$ cat src/rtl/npc_pkg.sv
// Shared encodings for the NPC load/store unit: access sizes, FSM states and
// the alignment rule used to decide whether a request may touch memory.
package npc_pkg;

    localparam logic [1:0] SZ_B = 2'd0;
    localparam logic [1:0] SZ_H = 2'd1;
    localparam logic [1:0] SZ_W = 2'd2;

    localparam logic [1:0] ST_IDLE   = 2'd0;
    localparam logic [1:0] ST_WAIT   = 2'd1;
    localparam logic [1:0] ST_ACCESS = 2'd2;
    localparam logic [1:0] ST_RESP   = 2'd3;

    // Size 3 has no legal encoding, so it is reported the same way as a misalignment.
    function automatic logic is_misaligned(input logic [1:0] size, input logic [1:0] off);
        logic bad;
        case (size)
            SZ_B:    bad = 1'b0;
            SZ_H:    bad = off[0];
            SZ_W:    bad = (off != 2'b00);
            default: bad = 1'b1;
        endcase
        return bad;
    endfunction

endpackage

$ cat src/rtl/npc_lsu_align.sv
// Byte-lane steering for the LSU: store mask/data placement within the word
// and load extraction with sign or zero extension.
module npc_lsu_align
    import npc_pkg::*;
#(
    parameter int XLEN = 32
) (
    input  logic [1:0]      i_size,
    input  logic [1:0]      i_off,
    input  logic [XLEN-1:0] i_wdata,
    input  logic [XLEN-1:0] i_rdata,
    input  logic            i_unsigned,
    output logic [3:0]      o_wmask,
    output logic [XLEN-1:0] o_wdata,
    output logic [XLEN-1:0] o_rdata
);

    logic [4:0]      w_shamt;
    logic [XLEN-1:0] w_shifted;
    logic            w_sign_b;
    logic            w_sign_h;

    assign w_shamt   = {i_off, 3'b000};
    assign o_wdata   = i_wdata << w_shamt;
    assign w_shifted = i_rdata >> w_shamt;
    assign w_sign_b  = ~i_unsigned & w_shifted[7];
    assign w_sign_h  = ~i_unsigned & w_shifted[15];

    always_comb begin
        o_wmask = 4'b0000;
        case (i_size)
            SZ_B:    o_wmask = 4'b0001 << i_off;
            SZ_H:    o_wmask = 4'b0011 << i_off;
            SZ_W:    o_wmask = 4'b1111;
            default: o_wmask = 4'b0000;
        endcase
    end

    always_comb begin
        o_rdata = w_shifted;
        case (i_size)
            SZ_B:    o_rdata = {{(XLEN-8){w_sign_b}}, w_shifted[7:0]};
            SZ_H:    o_rdata = {{(XLEN-16){w_sign_h}}, w_shifted[15:0]};
            default: o_rdata = w_shifted;
        endcase
    end

endmodule

$ cat src/rtl/npc_lsu.sv
// Load/store unit: takes one request at a time from execute, issues a single
// one-cycle memory access (after optional wait cycles) and holds the response.
module npc_lsu
    import npc_pkg::*;
#(
    parameter int XLEN    = 32,
    parameter int LATENCY = 0
) (
    input  logic            i_clk,
    input  logic            i_rst,
    input  logic            i_req_valid,
    output logic            o_req_ready,
    input  logic            i_req_wen,
    input  logic [XLEN-1:0] i_req_addr,
    input  logic [XLEN-1:0] i_req_wdata,
    input  logic [1:0]      i_req_size,
    input  logic            i_req_unsigned,
    output logic            o_resp_valid,
    input  logic            i_resp_ready,
    output logic [XLEN-1:0] o_resp_rdata,
    output logic            o_resp_misalign,
    output logic            o_mem_valid,
    output logic            o_mem_wen,
    output logic [XLEN-1:0] o_mem_raddr,
    output logic [XLEN-1:0] o_mem_waddr,
    output logic [XLEN-1:0] o_mem_wdata,
    output logic [7:0]      o_mem_wmask,
    input  logic [XLEN-1:0] i_mem_rdata
);

    localparam logic       HAS_WAIT = (LATENCY > 0);
    localparam logic [3:0] LAT_LAST = 4'((LATENCY > 0) ? LATENCY - 1 : 0);

    logic [1:0]      r_state;
    logic [3:0]      r_cnt;
    logic            r_wen;
    logic [XLEN-1:0] r_addr;
    logic [XLEN-1:0] r_wdata;
    logic [1:0]      r_size;
    logic            r_unsigned;
    logic [XLEN-1:0] r_rdata;
    logic            r_misalign;

    logic            w_access;
    logic [3:0]      w_wmask;
    logic [XLEN-1:0] w_wdata;
    logic [XLEN-1:0] w_load;
    logic [XLEN-1:0] w_word_addr;

    npc_lsu_align #(.XLEN(XLEN)) u_align (
        .i_size     (r_size),
        .i_off      (r_addr[1:0]),
        .i_wdata    (r_wdata),
        .i_rdata    (i_mem_rdata),
        .i_unsigned (r_unsigned),
        .o_wmask    (w_wmask),
        .o_wdata    (w_wdata),
        .o_rdata    (w_load)
    );

    assign w_access    = (r_state == ST_ACCESS);
    assign w_word_addr = {r_addr[XLEN-1:2], 2'b00};

    // Memory port is forced to zero outside ACCESS so a write can never repeat.
    assign o_mem_valid = w_access;
    assign o_mem_wen   = w_access & r_wen;
    assign o_mem_raddr = w_access ? w_word_addr : '0;
    assign o_mem_waddr = w_access ? w_word_addr : '0;
    assign o_mem_wdata = w_access ? w_wdata : '0;
    assign o_mem_wmask = w_access ? {4'b0000, w_wmask} : 8'h00;

    assign o_req_ready     = (r_state == ST_IDLE);
    assign o_resp_valid    = (r_state == ST_RESP);
    assign o_resp_rdata    = r_rdata;
    assign o_resp_misalign = r_misalign;

    always_ff @(posedge i_clk) begin
        if (i_rst) begin
            r_state    <= ST_IDLE;
            r_cnt      <= 4'd0;
            r_wen      <= 1'b0;
            r_addr     <= '0;
            r_wdata    <= '0;
            r_size     <= SZ_B;
            r_unsigned <= 1'b0;
            r_rdata    <= '0;
            r_misalign <= 1'b0;
        end else begin
            case (r_state)
                ST_IDLE: begin
                    if (i_req_valid) begin
                        r_wen      <= i_req_wen;
                        r_addr     <= i_req_addr;
                        r_wdata    <= i_req_wdata;
                        r_size     <= i_req_size;
                        r_unsigned <= i_req_unsigned;
                        r_rdata    <= '0;
                        r_cnt      <= 4'd0;
                        if (is_misaligned(i_req_size, i_req_addr[1:0])) begin
                            r_misalign <= 1'b1;
                            r_state    <= ST_RESP;
                        end else begin
                            r_misalign <= 1'b0;
                            r_state    <= HAS_WAIT ? ST_WAIT : ST_ACCESS;
                        end
                    end
                end
                ST_WAIT: begin
                    if (r_cnt == LAT_LAST) begin
                        r_state <= ST_ACCESS;
                    end else begin
                        r_cnt <= r_cnt + 4'd1;
                    end
                end
                ST_ACCESS: begin
                    r_rdata <= r_wen ? '0 : w_load;
                    r_state <= ST_RESP;
                end
                ST_RESP: begin
                    // Clearing on handshake keeps resp outputs at zero while idle.
                    if (i_resp_ready) begin
                        r_rdata    <= '0;
                        r_misalign <= 1'b0;
                        r_state    <= ST_IDLE;
                    end
                end
                default: r_state <= ST_IDLE;
            endcase
        end
    end

endmodule

$ cat config.mk
export PLATFORM = sky130hd
export DESIGN_NAME = npc_lsu
export DESIGN_NICKNAME = d
export VERILOG_FILES = /design/src/rtl/npc_pkg.sv /design/src/rtl/npc_lsu_align.sv /design/src/rtl/npc_lsu.sv
export SDC_FILE = /design/constraint.sdc
export NUM_CORES = 1
export LEC_CHECK = 0
export CAP_MARGIN = 10
export CORE_UTILIZATION = 42
export DETAILED_ROUTE_END_ITERATION = 6
export PLACE_DENSITY = 0.81
export SLEW_MARGIN = 40
export SYNTH_ARGS = -nofsm -noshare
export SYNTH_HDL_FRONTEND = slang
export SYNTH_SLANG_ARGS = --single-unit
$ cat constraint.sdc
create_clock -name i_clk -period 2.6 [get_ports i_clk]
set_input_delay 0.52 -clock i_clk [delete_from_list [all_inputs] [get_ports i_clk]]
set_output_delay 0.52 -clock i_clk [all_outputs]
set_load 0.01 [all_outputs]
==> impl_metrics.py, run 1 <==
metrics = {
    "sta": {
        "max_clock_freq_mhz": 395,
        "grt_setup_unrepaired": "yes",
        "min_period_ns": 2.53,
        "finalMaxSlewViolations": 0,
        "slew-limit-headroom_pct": 44.9,
        "post-route-period-util_pct": 97.4,
        "worst_clock_skew_ns": 0.00951,
        "timing.setup.tns_ns": 0,
        "worst_pin_slew_ns": 0.826,
        "finalSetupViolCount": 0,
        "hold_viol": 0,
        "whs_ns": 0.449,
        "setup_ws_ns": 0.0664,
    },
    "place": {
        "hpwl_mm": 11.9,
        "post-place-ws_ns": 0.247,
        "gp_congestion": 0.837,
        "io_buffers": 236,
    },
    "routing": {
        "wl_per_cell_um": 16.0,
        "drt-pass1-iter-count": 5,
        "drc": 0,
        "postRouteAntennaNets": 0,
        "via_count": 5329,
        "viasPerCell": 5.19,
        "wl_mm": 16.5,
        "drtIter0Drc": 379,
    },
    "global_route": {
        "grt_start_max_net_pins": 77,
        "grt_pass1_wl_mm": 25.5,
        "use_met3_pct": 4.57,
        "grt_use_total_pct": 24.3,
        "overflow": 0,
        "grt_pass1_vias": 4941,
        "busiest_layer": "met2",
        "use_met1_pct": 31.9,
        "antenna_found_initial": 0,
        "gr-usage-met2_pct": 40.0,
    },
    "cells_and_area": {
        "final_nets": 956,
        "multiInputGateArea_um2": 2820,
        "antenna_cells": 0,
        "drive_above_1_share_pct": 9.12,
        "nFillCells": 1076,
        "syn_to_final_growth_pct": 48.9,
        "layout.area.seq_um2": 2150,
    },
    "setup_path": {
        "crit_path_max_fanout": 9,
        "cp-end-kind": "output pin",
        "critPathKind": "flip-flop to output pin",
        "worstPathArrival_ns": 2.01,
        "worstPathRequired_ns": 2.08,
        "crit_path_start_kind": "flip-flop",
        "r2r_slack_ns": 0.55,
    },
    "cts": {
        "cts-root-buf": "clkbuf_16",
        "clock-sinks": 107,
        "post_cts_buffers": 0,
        "clk_pin_slew_ns": 0.07,
        "numCtsBuffers": 9,
        "clk_path_buf_depth": 2,
        "clock_latency_ns": 0.34,
        "cts_tree": "done",
        "h-tree-depth": 3,
    },
    "synthesis": {
        "yosysTopAreaCellShare_pct": 39.2,
        "avgSynthCellArea_um2": 8.25,
        "synth_common_cells": "145 x nand2_1, 107 x dfxtp_1, 84 x a21oi_1",
        "synth_edf_count": 0,
        "yosysWarnings": 0,
        "synth_flop_cell": "dfxtp_1",
        "yosysTopAreaCell": "dfxtp_1",
        "synth_most_common_cell": "nand2_1",
        "ys_types": 41,
        "ys_seq_elements": 107,
        "synth_area_um2": 5470,
        "syn_inst": 663,
        "synth.top_cells.by_area": "dfxtp_1 39%, nand2_1 10%, a21oi_1 7.7%",
        "seq_area_frac_synth_pct": 39.2,
        "synthArstFlopShare_pct": 0,
    },
    "floorplan": {
        "fp.coreArea_um2": 12700,
        "die_width_um": 116,
        "die_y_um": 116,
        "ios": 245,
        "rows": 41,
        "start_util_pct": 43.2,
        "die-area_um2": 13500,
    },
    "min_path": {
        "min_path_type": "flip-flop to flip-flop",
    },
    "pwr": {
        "power.share.switching_pct": 28.2,
        "p_int_w": 0.00309,
        "seqPwrFrac_pct": 43.0,
        "vdd_drop_max_mv": 0.327,
        "p_leak_nw": 3.15,
        "p_clk_share_pct": 32.2,
        "p_total_w": 0.00430,
        "pwr-share-comb_pct": 24.8,
        "switchingPower_w": 0.00121,
        "pwr_density_cell_nw_per_um2": 528,
    },
    "run": {
        "max_cap_viol_count": 0,
    },
    "outcome": {
        "outcome": "completed",
    },
}
layout make-up:
type,instances,share of cell area [%]
Multi-Input combinational cell,465,34.6
Tap cell,172,2.64
Inverter,7,0.323
Sequential cell,107,26.4
Clock buffer,11,2.98
Timing Repair Buffer,260,32.3
Clock inverter,5,0.738
placed cells by master, fill, tap and decap left out, types with 9 or more instances in the layout:
cell type        netlist  final
clkdlybuf4s50_1        0    222
nand2_1              145    144
dfxtp_1              107    104
a21oi_1               84     84
nor2_1                42     41
and2_1                41     39
buf_4                 41     18
a211oi_1              18     17
mux2_2                17     17
mux2i_1               16     16
a221o_1               16     16
nor2b_1               13     13
dlymetal6s2s_1         0     13
clkbuf_16              0      9
critical path, cell delays in order (launching register included):
cell and delay [ns]:
dfxtp_2 0.34, or3b_1 0.45, buf_4 0.21, nor2_1 0.12
clkdlybuf4s50_1 0.55
metrics by stage:
step           util (%)  area (um2)  std cells
4_1_cts            63.8        8080       1027
6_report           64.3        8140       1027
3_5_place_dp       61.3        7760       1011
2_1_floorplan         -        5500        670
3_3_place_gp       61.2        7760       1010
5_1_grt            64.3        8140       1027
flip-flops by register name, summed over array words and instances, names as in the netlist:
| name | cells |
|---|---|
| o_resp_misalign | 1 |
| r_cnt | 4 |
| r_wdata | 32 |
| o_resp_rdata | 32 |
| r_unsigned | 1 |
| r_wen | 1 |
| r_state | 2 |
| r_addr | 32 |
| r_size | 2 |
metal layers:
metal | vias to the layer above | routed length (um)
met5 | - | 0
met4 | 0 | 269
met3 | 19 | 1310
met2 | 233 | 7810
met1 | 2463 | 7080
li1 | 2614 | -
path summary, 6_finish.rpt:
| check | startpoint | end | depth (start not counted) |
|---|---|---|---|
| max | r_addr[1] | o_mem_wdata[9] | 4 |
| min | r_addr[11] | r_addr[11] | 2 |
| max reg2reg | r_addr[1] | o_resp_rdata[27] | 7 |
| min reg2reg | r_addr[11] | r_addr[11] | 2 |
power groups by stage:
stage / clock network (W) / registers [W] / logic, W
final: 0.00138 / 0.00185 / 0.00107
after CTS: 0.00141 / 0.00185 / 0.00106
after detailed placement: 0 / 0.00188 / 0.00105
after global routing: 0.00149 / 0.00186 / 0.00116
after floorplan: 0 / 0.00187 / 0.000566
after global placement: 0 / 0.00188 / 0.00104
cells by family after synthesis:
group	Yosys count	synth area share, %
mux	41	9.72
other cells	1	0.0686
fa+ha+maj	2	0.457
simple gates	260	21.7
compound gates	153	18.6
flops	107	39.2
xor+xnor	1	0.160
buf+inv	98	10.1
timing repair:
item	in CTS	in global routing
gates resized for setup	4	22
hold buffers	0	0
endpoints found under the setup margin	50	78
Power figures use the tool's default switching activity.
==> run 2: changes to the inputs <==
- REMOVE_ABC_BUFFERS: default -> 1
==> run 2 against run 1 <==
Net effect:
- flip-flop and latch count is the same
- total power shrank 2.2%
- clock-buffer cell count shrank 2
- core utilization shrank 0.29 points
- register-to-register slack lost 0.16 ns
- hold slack is essentially flat
- via count shrank 0.30%
- setup slack gained 0.010 ns
- critical path depth is the same
- largest power group unchanged
- highest routed layer unchanged
==> impl_metrics.py, run 2 (synthesis results as in run 1) <==
metrics = {
    "cts": {
        "clock-sinks": 107,
        "clock_latency_ns": 0.35,
        "clk_pin_slew_ns": 0.07,
        "h-tree-depth": 3,
        "cts-root-buf": "clkbuf_16",
        "cts_tree": "done",
        "hold_buffers": 0,
        "clk_path_buf_depth": 2,
        "numCtsBuffers": 9,
    },
    "global_route": {
        "overflow": 0,
        "grt_pass1_vias": 4783,
        "grt_pass1_wl_mm": 24.4,
        "grt_use_total_pct": 23.4,
        "antenna_found_initial": 0,
        "grt_start_max_net_pins": 64,
    },
    "setup_path": {
        "critPathKind": "flip-flop to output pin",
        "critPathBufInv": 2,
        "cp-end-kind": "output pin",
        "worstPathArrival_ns": 2.00,
        "slowest_delay_ns": 0.54,
        "cpLargestDelayFamily": "buffers and inverters",
        "crit_path_start_kind": "flip-flop",
        "crit_chain": "or3b_1, buf_4, nor2_1, clkdlybuf4s50_1",
        "worstPathRequired_ns": 2.08,
        "crit_slowest_cell": "clkdlybuf4s50_1",
        "crit_path_max_fanout": 12,
    },
    "pwr": {
        "p_total_w": 0.00420,
        "switchingPower_w": 0.00124,
        "vdd_drop_max_mv": 0.340,
        "p_int_w": 0.00296,
        "p_leak_nw": 3.13,
        "pwr_density_cell_nw_per_um2": 518,
        "pwr-share-comb_pct": 25.2,
        "p_clk_share_pct": 30.9,
        "seqPwrFrac_pct": 43.9,
        "power.share.switching_pct": 29.5,
    },
    "sta": {
        "finalSetupViolCount": 0,
        "timing.setup.tns_ns": 0,
        "worst_pin_slew_ns": 0.778,
        "slew-limit-headroom_pct": 47.9,
        "whs_ns": 0.449,
        "hold_viol": 0,
        "post-route-period-util_pct": 97.1,
        "min_period_ns": 2.52,
        "worst_clock_skew_ns": 0.0110,
        "finalMaxSlewViolations": 0,
        "max_clock_freq_mhz": 396,
    },
    "cells_and_area": {
        "antenna_cells": 0,
        "syn_to_final_growth_pct": 48.2,
        "stdcell_count": 1029,
        "drive_above_1_share_pct": 9.22,
        "final_cell_mix": "221 x clkdlybuf4s50_1, 144 x nand2_1, 104 x dfxtp_1, 84 x a21oi_1, 42 x nor2_1",
        "final_common_cell": "clkdlybuf4s50_1",
        "final_nets": 958,
        "nFillCells": 1077,
        "final_core_util_pct": 64.0,
    },
    "routing": {
        "drc": 0,
        "wl_per_cell_um": 15.8,
        "via_count": 5313,
        "wl_mm": 16.2,
        "viasPerCell": 5.16,
        "drtIter0Drc": 477,
        "drt-pass1-iter-count": 5,
        "postRouteAntennaNets": 0,
    },
    "floorplan": {
        "start_util_pct": 43.2,
        "fp.coreArea_um2": 12700,
        "die_y_um": 116,
        "rows": 41,
        "die_width_um": 116,
        "die-area_um2": 13500,
        "ios": 245,
    },
    "run": {
        "max_cap_viol_count": 0,
    },
    "place": {
        "dp_cells": 1009,
        "gp_congestion": 0.802,
        "hpwl_mm": 11.3,
        "io_buffers": 236,
    },
    "min_path": {
        "min_path_type": "flip-flop to flip-flop",
    },
    "outcome": {
        "outcome": "completed",
    },
}
-- run 2: cell types whose count changed in the layout (fill, tap and decap cells not counted), moves of 2 or more --
cell / previous run / this run
buf_4: 18 / 20
dlygate4sd2_1: 0 / 3
buf_6: 1 / 4
dlymetal6s2s_1: 13 / 11
buf_12: 4 / 1
-- run 2: power groups by stage --
stage               combinational (W)  clock (W)  sequential [W]
floorplan                    0.000445          0         0.00190
global placement              0.00103          0         0.00188
detailed placement            0.00104          0         0.00188
CTS                           0.00105    0.00132         0.00184
global route                  0.00115    0.00139         0.00186
finish                        0.00106    0.00130         0.00184
-- run 2: stage by stage --
step	setup WS, ns	instance area [um2]
finish	0.0765	8110
global placement	0.107	7720
detailed placement	0.250	7730
CTS	0.000140	8020
global route	-0.000668	8110
floorplan	-0.603	4970
-- run 2: tightest hold or removal path: stages (launching register included) --
cell and delay [ns]:
dfxtp_1 0.31, nand2_1 0.05, a21oi_1 0.05
-- run 2: layer usage --
| layer | share of wire (%) | vias to the layer above | global-route usage (%) | routed length (um) |
|---|---|---|---|---|
| li1 | - | 2605 | - | - |
| met3 | 5.6 | 27 | 4.57 | 911 |
| met4 | 2.3 | 0 | 8.21 | 378 |
| met5 | 0 | - | 0 | 0 |
| met2 | 50 | 190 | 39.6 | 8060 |
| met1 | 42 | 2491 | 29.8 | 6860 |
-- run 2: layout make-up --
cell class              count  area (um2)  share of cell area [%]
clock buffers               9         225                    2.78
clock inverters             7        51.3                   0.633
inverters                   7        26.3                   0.324
multi-input cells         465        2820                    34.8
flip-flops and latches    107        2150                    26.5
well taps                 172         215                    2.66
repair buffers            262        2620                    32.3
-- run 2: final timing paths --
kind | start | cells after the start | end | slack [ns]
setup / recovery | r_addr[1] | 4 | o_mem_wdata[13] | 0.08
hold / removal | r_addr[4] | 2 | r_addr[4] | 0.45
setup reg to reg | r_addr[1] | 5 | o_resp_rdata[29] | 0.39
hold reg to reg | r_addr[4] | 2 | r_addr[4] | 0.45
-- run 2: what timing repair did --
action	CTS	global route
setup endpoints to repair	20	32
pin swaps	0	0
buffers inserted	1	3
resized for setup	6	20
==> run 3: changes to the inputs <==
- SKIP_CTS_REPAIR_TIMING: default -> 1
==> run 3 against run 2 <==
Net effect:
- register-to-register slack better by 0.02 ns
- hold slack about the same
- cell area is essentially flat
- core utilization about the same
- critical endpoint is now o_mem_wdata[12]
- largest cell class unchanged
==> impl_metrics.py, run 3 (synthesis results as in run 1) <==
metrics = {
    "outcome": {
        "outcome": "completed",
    },
    "cells_and_area": {
        "syn_to_final_growth_pct": 48.1,
        "drive_above_1_share_pct": 9.23,
        "final_nets": 957,
        "final_common_cell": "clkdlybuf4s50_1",
        "final_cell_mix": "223 x clkdlybuf4s50_1, 144 x nand2_1, 104 x dfxtp_1, 84 x a21oi_1, 42 x nor2_1",
        "antenna_cells": 0,
    },
    "floorplan": {
        "die_width_um": 116,
        "die_y_um": 116,
        "rows": 41,
        "die-area_um2": 13500,
        "fp.coreArea_um2": 12700,
        "start_util_pct": 43.2,
        "ios": 245,
    },
    "setup_path": {
        "crit_path_max_fanout": 12,
        "r2r_slack_ns": 0.41,
        "critPathKind": "flip-flop to output pin",
        "worstPathRequired_ns": 2.08,
        "cp-end-kind": "output pin",
        "slowest_delay_ns": 0.55,
        "reg2regPathDepth": 5,
        "r2r-start": "r_addr[1]",
        "crit_slowest_cell": "clkdlybuf4s50_1",
        "worstPathArrival_ns": 2.01,
        "startpoint": "r_addr[1]",
        "crit_chain": "or3b_1, buf_4, nor2_1, clkdlybuf4s50_1",
        "crit_path_start_kind": "flip-flop",
    },
    "global_route": {
        "grt_use_total_pct": 23.4,
        "grt_pass1_vias": 4778,
        "antenna_found_initial": 0,
        "grt_start_max_net_pins": 64,
        "grt_pass1_wl_mm": 24.3,
        "overflow": 0,
    },
    "sta": {
        "min_period_ns": 2.53,
        "finalMaxSlewViolations": 0,
        "max_clock_freq_mhz": 395,
        "post-route-period-util_pct": 97.3,
        "slew-limit-headroom_pct": 52.1,
        "grt_setup_unrepaired": "yes",
        "setup_ws_ns": 0.0705,
        "timing.setup.tns_ns": 0,
        "finalSetupViolCount": 0,
        "worst_clock_skew_ns": 0.00919,
        "worst_pin_slew_ns": 0.715,
        "hold_viol": 0,
    },
    "min_path": {
        "holdPathStages": 2,
        "min_from": "r_addr[4]",
        "min_path_type": "flip-flop to flip-flop",
    },
    "routing": {
        "viasPerCell": 5.12,
        "wl_per_cell_um": 15.7,
        "drtIter0Drc": 402,
        "via_count": 5268,
        "highest_layer": "met4",
        "routedLengthMet1_mm": 6.77,
        "wl_met2_mm": 7.88,
        "route.met3.wl_um": 974,
        "wl_mm": 16.1,
        "postRouteAntennaNets": 0,
        "drt-pass1-iter-count": 4,
        "drc": 0,
    },
    "cts": {
        "clock-sinks": 107,
        "cts-root-buf": "clkbuf_16",
        "numCtsBuffers": 9,
        "h-tree-depth": 3,
        "cts_tree": "done",
        "clock_latency_ns": 0.36,
        "clk_pin_slew_ns": 0.07,
        "clk_path_buf_depth": 2,
    },
    "place": {
        "io_buffers": 236,
        "gp_congestion": 0.802,
        "hpwl_mm": 11.3,
        "post-place-ws_ns": 0.250,
    },
    "run": {
        "max_cap_viol_count": 0,
    },
    "pwr": {
        "pwr_density_cell_nw_per_um2": 518,
        "vdd_drop_max_mv": 0.349,
        "p_leak_nw": 3.13,
    },
}
## run 3: cell count changes in the layout (fill, tap and decap cells not counted)
cell,previous run,this run
dlygate4sd2_1,3,0
clkdlybuf4s50_1,221,223
buf_8,2,1
dlymetal6s2s_1,11,12
mux2i_1,15,14
mux2i_2,1,2
## run 3: final timing paths
check                                   endpoint
worst min register to register         r_addr[4]
worst max register to register  o_resp_rdata[29]
worst min-delay path                   r_addr[4]
worst max-delay path             o_mem_wdata[12]
## run 3: area by class of cell
cell class              count  area, um2
inverters                   7       26.3
multi-input cells         465       2820
flip-flops and latches    107       2150
repair buffers            261       2610
well taps                 172        215
clock inverters             7       51.3
fillers                  1082       4570
clock buffers               9        225
## run 3: routing by layer
metal,GRT usage (%),vias to the layer above
met1,29.7,2441
li1,-,2609
met5,0,-
met4,8.21,0
met2,39.6,187
met3,4.57,31
## run 3: power by group
part           total, W  leakage (nW)  internal, W  switching, W
logic           0.00105          2.12     0.000545      0.000509
clock network   0.00130         0.132     0.000655      0.000643
registers       0.00184         0.876      0.00176     0.0000843
## run 3: stage by stage
stage / util (%) / hold slack [ns] / power [W] / std cells / instance area [um2]
2_1_floorplan: - / 0.426 / 0.00235 / 579 / 4970
3_3_place_gp: 60.9 / 0.437 / 0.00290 / 1008 / 7720
3_5_place_dp: 61.0 / 0.442 / 0.00292 / 1009 / 7730
4_1_cts: 63.2 / 0.451 / 0.00421 / 1025 / 8010
5_1_grt: 63.9 / 0.467 / 0.00439 / 1028 / 8100
6_report: 63.9 / 0.449 / 0.00420 / 1028 / 8100
## run 3: critical path: cells and delay by family (launching register included)
family / cells / cell delay (ns)
simple gates: 2 / 0.51
buf+inv: 2 / 0.75
flops: 1 / 0.39
